### config.mk
export PLATFORM = sky130hd
export DESIGN_NAME = icache_tag_ctrl
export DESIGN_NICKNAME = d
export VERILOG_FILES = /design/src/rtl/icache_tag_ctrl.sv
export SDC_FILE = /design/constraint.sdc
export NUM_CORES = 1
export LEC_CHECK = 0
export BUFFER_PORTS_ARGS = -buffer_cell sky130_fd_sc_hd__buf_4
export CELL_PAD_IN_SITES_DETAIL_PLACEMENT = 0
export CELL_PAD_IN_SITES_GLOBAL_PLACEMENT = 1
export CORE_MARGIN = 2
export CORE_UTILIZATION = 42
export CTS_CLUSTER_SIZE = 28
export DETAILED_ROUTE_END_ITERATION = 12
export GPL_TIMING_DRIVEN = 0
export PLACE_DENSITY_LB_ADDON = 0.1
export SETUP_SLACK_MARGIN = 0.5
export SYNTH_ARGS = -nofsm -noshare
export SYNTH_HDL_FRONTEND = slang
export SYNTH_SLANG_ARGS = --single-unit
### constraint.sdc
create_clock -name clk -period 7.1 [get_ports clk]
set_clock_uncertainty 0.15 [all_clocks]
set_input_delay 2.13 -clock clk [delete_from_list [all_inputs] [get_ports clk]]
set_output_delay 2.13 -clock clk [all_outputs]
set_load 0.02 [all_outputs]
### src/rtl/icache_tag_ctrl.sv
// -----------------------------------------------------------------------------
// icache_tag_ctrl
// Lookup and line-refill controller for a direct-mapped, read-only instruction
// cache. Compares each fetch address against the external TagRam plus the
// per-line valid bits held here, runs a 4-word refill burst on a miss, commits
// the new tag, and keeps saturating hit/miss counters.
//
// Ports
//   clk, rst            clock, asynchronous active-low reset
//   cpu_req, cpu_addr   fetch request / byte address (held until cpu_ready)
//   cpu_ready           hit this cycle, DataRam read data is valid
//   flush               invalidate every line (honoured in IDLE only)
//   tag_index           TagRam/DataRam line index
//   tag_out             TagRam read data (combinational from tag_index)
//   tag_we, tag_wdata   TagRam write strobe / data
//   data_we, data_word  DataRam word write strobe / word-within-line
//   mem_req, mem_addr   refill burst request / line-aligned address
//   mem_valid           refill word present on the DataRam write bus
//   hit_cnt, miss_cnt   saturating event counters
//
// state  | meaning
// -------+---------------------------------------------------------------
// IDLE   | lookup on cpu_addr; hit answers combinationally, miss latches
// REFILL | burst in progress, one DataRam write per mem_valid beat
// UPDATE | single cycle writing the tag; line becomes valid at its end
// -----------------------------------------------------------------------------
module icache_tag_ctrl #(
   parameter int ADDR_WIDTH    = 32,
   parameter int INDEX_LENGTH  = 6,
   parameter int OFFSET_LENGTH = 4,
   parameter int TAG_LENGTH    = ADDR_WIDTH - INDEX_LENGTH - OFFSET_LENGTH,
   parameter int CNT_WIDTH     = 16
) (
   input  logic                     clk,
   input  logic                     rst,
   input  logic                     cpu_req,
   input  logic [ADDR_WIDTH-1:0]    cpu_addr,
   output logic                     cpu_ready,
   input  logic                     flush,
   output logic [INDEX_LENGTH-1:0]  tag_index,
   input  logic [TAG_LENGTH-1:0]    tag_out,
   output logic                     tag_we,
   output logic [TAG_LENGTH-1:0]    tag_wdata,
   output logic                     data_we,
   output logic [1:0]               data_word,
   output logic                     mem_req,
   output logic [ADDR_WIDTH-1:0]    mem_addr,
   input  logic                     mem_valid,
   output logic [CNT_WIDTH-1:0]     hit_cnt,
   output logic [CNT_WIDTH-1:0]     miss_cnt
);

   localparam int IDX_LO = OFFSET_LENGTH;
   localparam int IDX_HI = OFFSET_LENGTH + INDEX_LENGTH - 1;
   localparam int TAG_LO = IDX_HI + 1;
   localparam int LINES  = 1 << INDEX_LENGTH;

   typedef enum logic [1:0] {IDLE, REFILL, UPDATE} state_t;

   state_t                          state, next_state;
   logic [LINES-1:0]                valid;
   logic [1:0]                      word_cnt;
   // Only the line address of a miss is needed; the byte offset is never used.
   logic [ADDR_WIDTH-1:IDX_LO]      miss_line;
   logic [INDEX_LENGTH-1:0]         miss_index;
   logic [TAG_LENGTH-1:0]           miss_tag;
   logic [TAG_LENGTH-1:0]           cpu_tag;
   logic                            hit;
   logic                            do_flush;
   logic                            do_miss;

   assign miss_index = miss_line[IDX_HI:IDX_LO];
   assign miss_tag   = miss_line[ADDR_WIDTH-1:TAG_LO];
   assign cpu_tag    = cpu_addr[ADDR_WIDTH-1:TAG_LO];
   assign tag_index  = (state == IDLE) ? cpu_addr[IDX_HI:IDX_LO] : miss_index;
   assign hit        = valid[tag_index] && (tag_out == cpu_tag);
   assign data_word  = word_cnt;

   always_comb begin
      next_state = state;
      cpu_ready  = 1'b0;
      tag_we     = 1'b0;
      tag_wdata  = '0;
      data_we    = 1'b0;
      mem_req    = 1'b0;
      mem_addr   = '0;
      do_flush   = 1'b0;
      do_miss    = 1'b0;
      case (state)
         IDLE: begin
            if (flush) begin
               do_flush = 1'b1;
            end else if (cpu_req && hit) begin
               cpu_ready = 1'b1;
            end else if (cpu_req) begin
               do_miss    = 1'b1;
               next_state = REFILL;
            end
         end
         REFILL: begin
            mem_req  = 1'b1;
            mem_addr = {miss_line, {OFFSET_LENGTH{1'b0}}};
            data_we  = mem_valid;
            if (mem_valid && word_cnt == 2'd3) next_state = UPDATE;
         end
         UPDATE: begin
            tag_we     = 1'b1;
            tag_wdata  = miss_tag;
            next_state = IDLE;
         end
         default: next_state = IDLE;
      endcase
   end

   always_ff @(posedge clk or negedge rst) begin
      if (!rst) begin
         state     <= IDLE;
         valid     <= '0;
         word_cnt  <= 2'd0;
         miss_line <= '0;
         hit_cnt   <= '0;
         miss_cnt  <= '0;
      end else begin
         state <= next_state;
         if (do_flush) begin
            valid <= '0;
         end else if (do_miss) begin
            // Drop the old line now so a partially refilled line can never hit.
            valid[tag_index] <= 1'b0;
            miss_line        <= cpu_addr[ADDR_WIDTH-1:IDX_LO];
         end else if (state == UPDATE) begin
            valid[miss_index] <= 1'b1;
         end
         // Two-bit counter wraps 3 -> 0 on the last beat of the burst.
         if (data_we) word_cnt <= word_cnt + 2'd1;
         if (cpu_ready && hit_cnt != {CNT_WIDTH{1'b1}})
            hit_cnt <= hit_cnt + CNT_WIDTH'(1);
         if (do_miss && miss_cnt != {CNT_WIDTH{1'b1}})
            miss_cnt <= miss_cnt + CNT_WIDTH'(1);
      end
   end

endmodule
==> results.md <==
* Most numerous cell in the Yosys netlist: dfrtp_1
* Port Buffers at between 100 and 150
* Critical Path Sink Type: primary output
* Die Wd at 136 um
* Fin crit period at 6.68 ns
* RSZ-0062 raised after global routing: true
* Vias in the first global route at about 7300
* Register area share after synthesis at 44.0%
* Synth top area share at 44.0%
* Worst EP required at slightly below 5 ns
* Antenna violations before repair at 0
* Drt wl/cell at 21.5 um
* First-pass GRT wire length at 41.0 mm
* Final setup violation count at 0
* CTS Hold Buffers Added at 0
* Share of cells above drive strength 1 at 31.5%
* DRC at 0
* Power per cell area at 383 mW/mm^2
* Post-placement worst setup slack at -0.572 ns
* Max Clock Freq at 150 MHz
* Initial DRT Pass Iterations at 7
* Fin. max-slew vios at 0
* Clk_lat worst skew at 0.43 ns
* GRT Resource Usage Total at 29.3%
* Min-delay src: miss_cnt[10]
* Area grow syn2layout at 35.9%
* Via count at 7105
* Starting Density at 42.5%
* Final Util at 57.8%
* Synth top area cells: dfrtp_1 (44%), xor2_1 (5.2%), mux2_2 (4.8%)
* Largest net degree at the start of global routing at 86
* DP Area at 0.00880 sq mm
* Crit. Startpoint: cpu_addr[5]
* IR drop worst, VDD at 226 uV
* Cell variety after synth at 67
* Fillcell total at roughly 1600
* Syn Inst Count at approximately 790
* CTS Buf Count at 17
* Reg clk slew, reported paths at 0.06 ns
* Setup tns final at 0 ns
* Final hold vios at 0
* Ant diodes at 0
* Worst Setup Start Kind: input port
* Max-slew headroom at 19.4%
* Setup slack after layout at between 0.4 and 0.5 ns
* Max-cap violations at 0
* Primary FF master, synth: dfrtp_1
* Leading area contributor after synthesis: dfrtp_1
* Number of synthesized flops with an enable pin at 0
* Cell Area, Synth at approximately 0.0073 sq mm
* Synth warnings at 0
* Cell Rows at 48
* CTS tree: yes
* CP Class: in -> out
* Hold crit path type: reg -> reg
* Die ar. at around 0.018 sq mm
* Leak at about 0.0045 uW
* Avg Inst Size Synth at 9.26 sq um
* Clock Sinks at between 100 and 150
* Fin crit share at 94.1%
* Design area at between 0.009 and 0.01 sq mm
* Worst hold stages at 1
* Fin nets at between 1000 and 1500
* Num ports at 157
* Async SR Flop Fraction at 100%
* Top cells by count, synth: dfrtp_1 (128), nor2_1 (67), a21oi_1 (66)
* DRT iter0 DRCs at 518
* CTS Root Buffer Type: clkbuf_16
* CP arrival at 4.40 ns
* Routability cong. at 0.956
* Routed wire length at 26.3 mm
* Worst-Margin Slew at 1.20 ns
* Yosys reg bits at 128
* Vias/cell at 5.82
* CTS H-tree lvls at 4
* Outcome: completed
* Placed wire-length estimate at 19.0 mm
* Antenna Nets Post-Route at 0
* R2R Path Start: state[0]
* Crit Path Max Fanout at 8
* Die Ht at 136 um
* Buffer depth of the longest clock path at 2
* Core Area at 0.0171 sq mm
* Total grt overflow at 0
* Path depth of the worst reg2reg path at 13
## worst paths after layout
| path | to | slack, ns |
|---|---|---|
| setup reg to reg | hit_cnt[1] | 3.26 |
| max in group asynchronous | miss_line[7] | 4.53 |
| hold / removal | miss_cnt[10] | 0.34 |
| hold reg to reg | miss_cnt[10] | 0.34 |
| min in group asynchronous | valid[21] | 1.47 |
| setup / recovery | cpu_ready | 0.42 |
## logic make-up (layout without fill, tap and decap cells)
kind of cell    Yosys count  in the layout  synth area share, %
buf+inv                  56            263                 3.52
simple gates            298            298                 21.7
compound gates          211            211                 18.2
other cells               1              4               0.0515
xor+xnor                 52             52                 6.26
mux                      37             37                 5.69
flops                   128            128                 44.0
fa+ha+maj                 3              3                0.516
## metrics by stage
stage	instances	power [uW]	hold WS [ns]
final	1221	3790	0.340
after global placement	1162	2590	0.331
after CTS	1213	3760	0.345
after floorplan	789	1950	0.312
after global routing	1221	3970	0.362
after detailed placement	1169	2630	0.333
## routing by layer
layer / track usage (%) / share of wire [%] / up-vias
met5: 0 / 0 / -
met4: 12.4 / 3.5 / 0
met3: 8.57 / 8.0 / 66
met2: 47.3 / 48 / 305
met1: 36.8 / 41 / 3506
li1: - / - / 3228
## flip-flops by register name, summed over array words and instances (netlist names)
name       cells
state          2
valid         64
hit_cnt       16
miss_line     28
data_word      2
miss_cnt      16
## repair_timing
action                     4_1_cts  5_1_grt
pin swaps                       13        4
setup buffers                   12        8
gates cloned                     0        0
resized for setup               62        3
setup endpoints to repair        1        1
## cell type report
cell class / count / area (sq um) / area share, %
tap: 225 / 282 / 2.85
buffer: 48 / 278 / 2.81
sequential: 128 / 3200 / 32.4
clock buffer: 20 / 457 / 4.62
inverter: 8 / 42.5 / 0.430
timing repair buffer: 175 / 1370 / 13.8
clock inverter: 12 / 184 / 1.86
multi-input combinational: 605 / 4070 / 41.2
## worst max-delay path, stage by stage
cell	delay [ns]
buf_12	0.09
or3b_4	0.38
and2_4	0.16
buf_12	0.14
inv_12	0.08
mux2i_2	0.23
o221ai_2	0.16
a211o_1	0.39
a21oi_2	0.13
a21bo_2	0.17
buf_6	0.11
buf_12	0.09
nor2_4	0.03
buf_6	0.13
## placed cells by master, fill, tap and decap left out, types with 14 or more instances in the layout
master and count:
a211oi_1 21, a21oi_1 65, a221oi_1 17, and2_1 54, buf_4 173, clkbuf_1 31
clkbuf_16 18, dfrtp_1 128, mux2_2 31, nand2_1 52, nand3_1 22, nor2_1 65
nor3_1 18, nor4_1 14, o21ai_0 57, xor2_1 43
## power by group
part           internal, uW  switching (uW)
Combinational           714            1170
Sequential              850             101
Clock                   608             346
(Power assumes the default switching activity.)
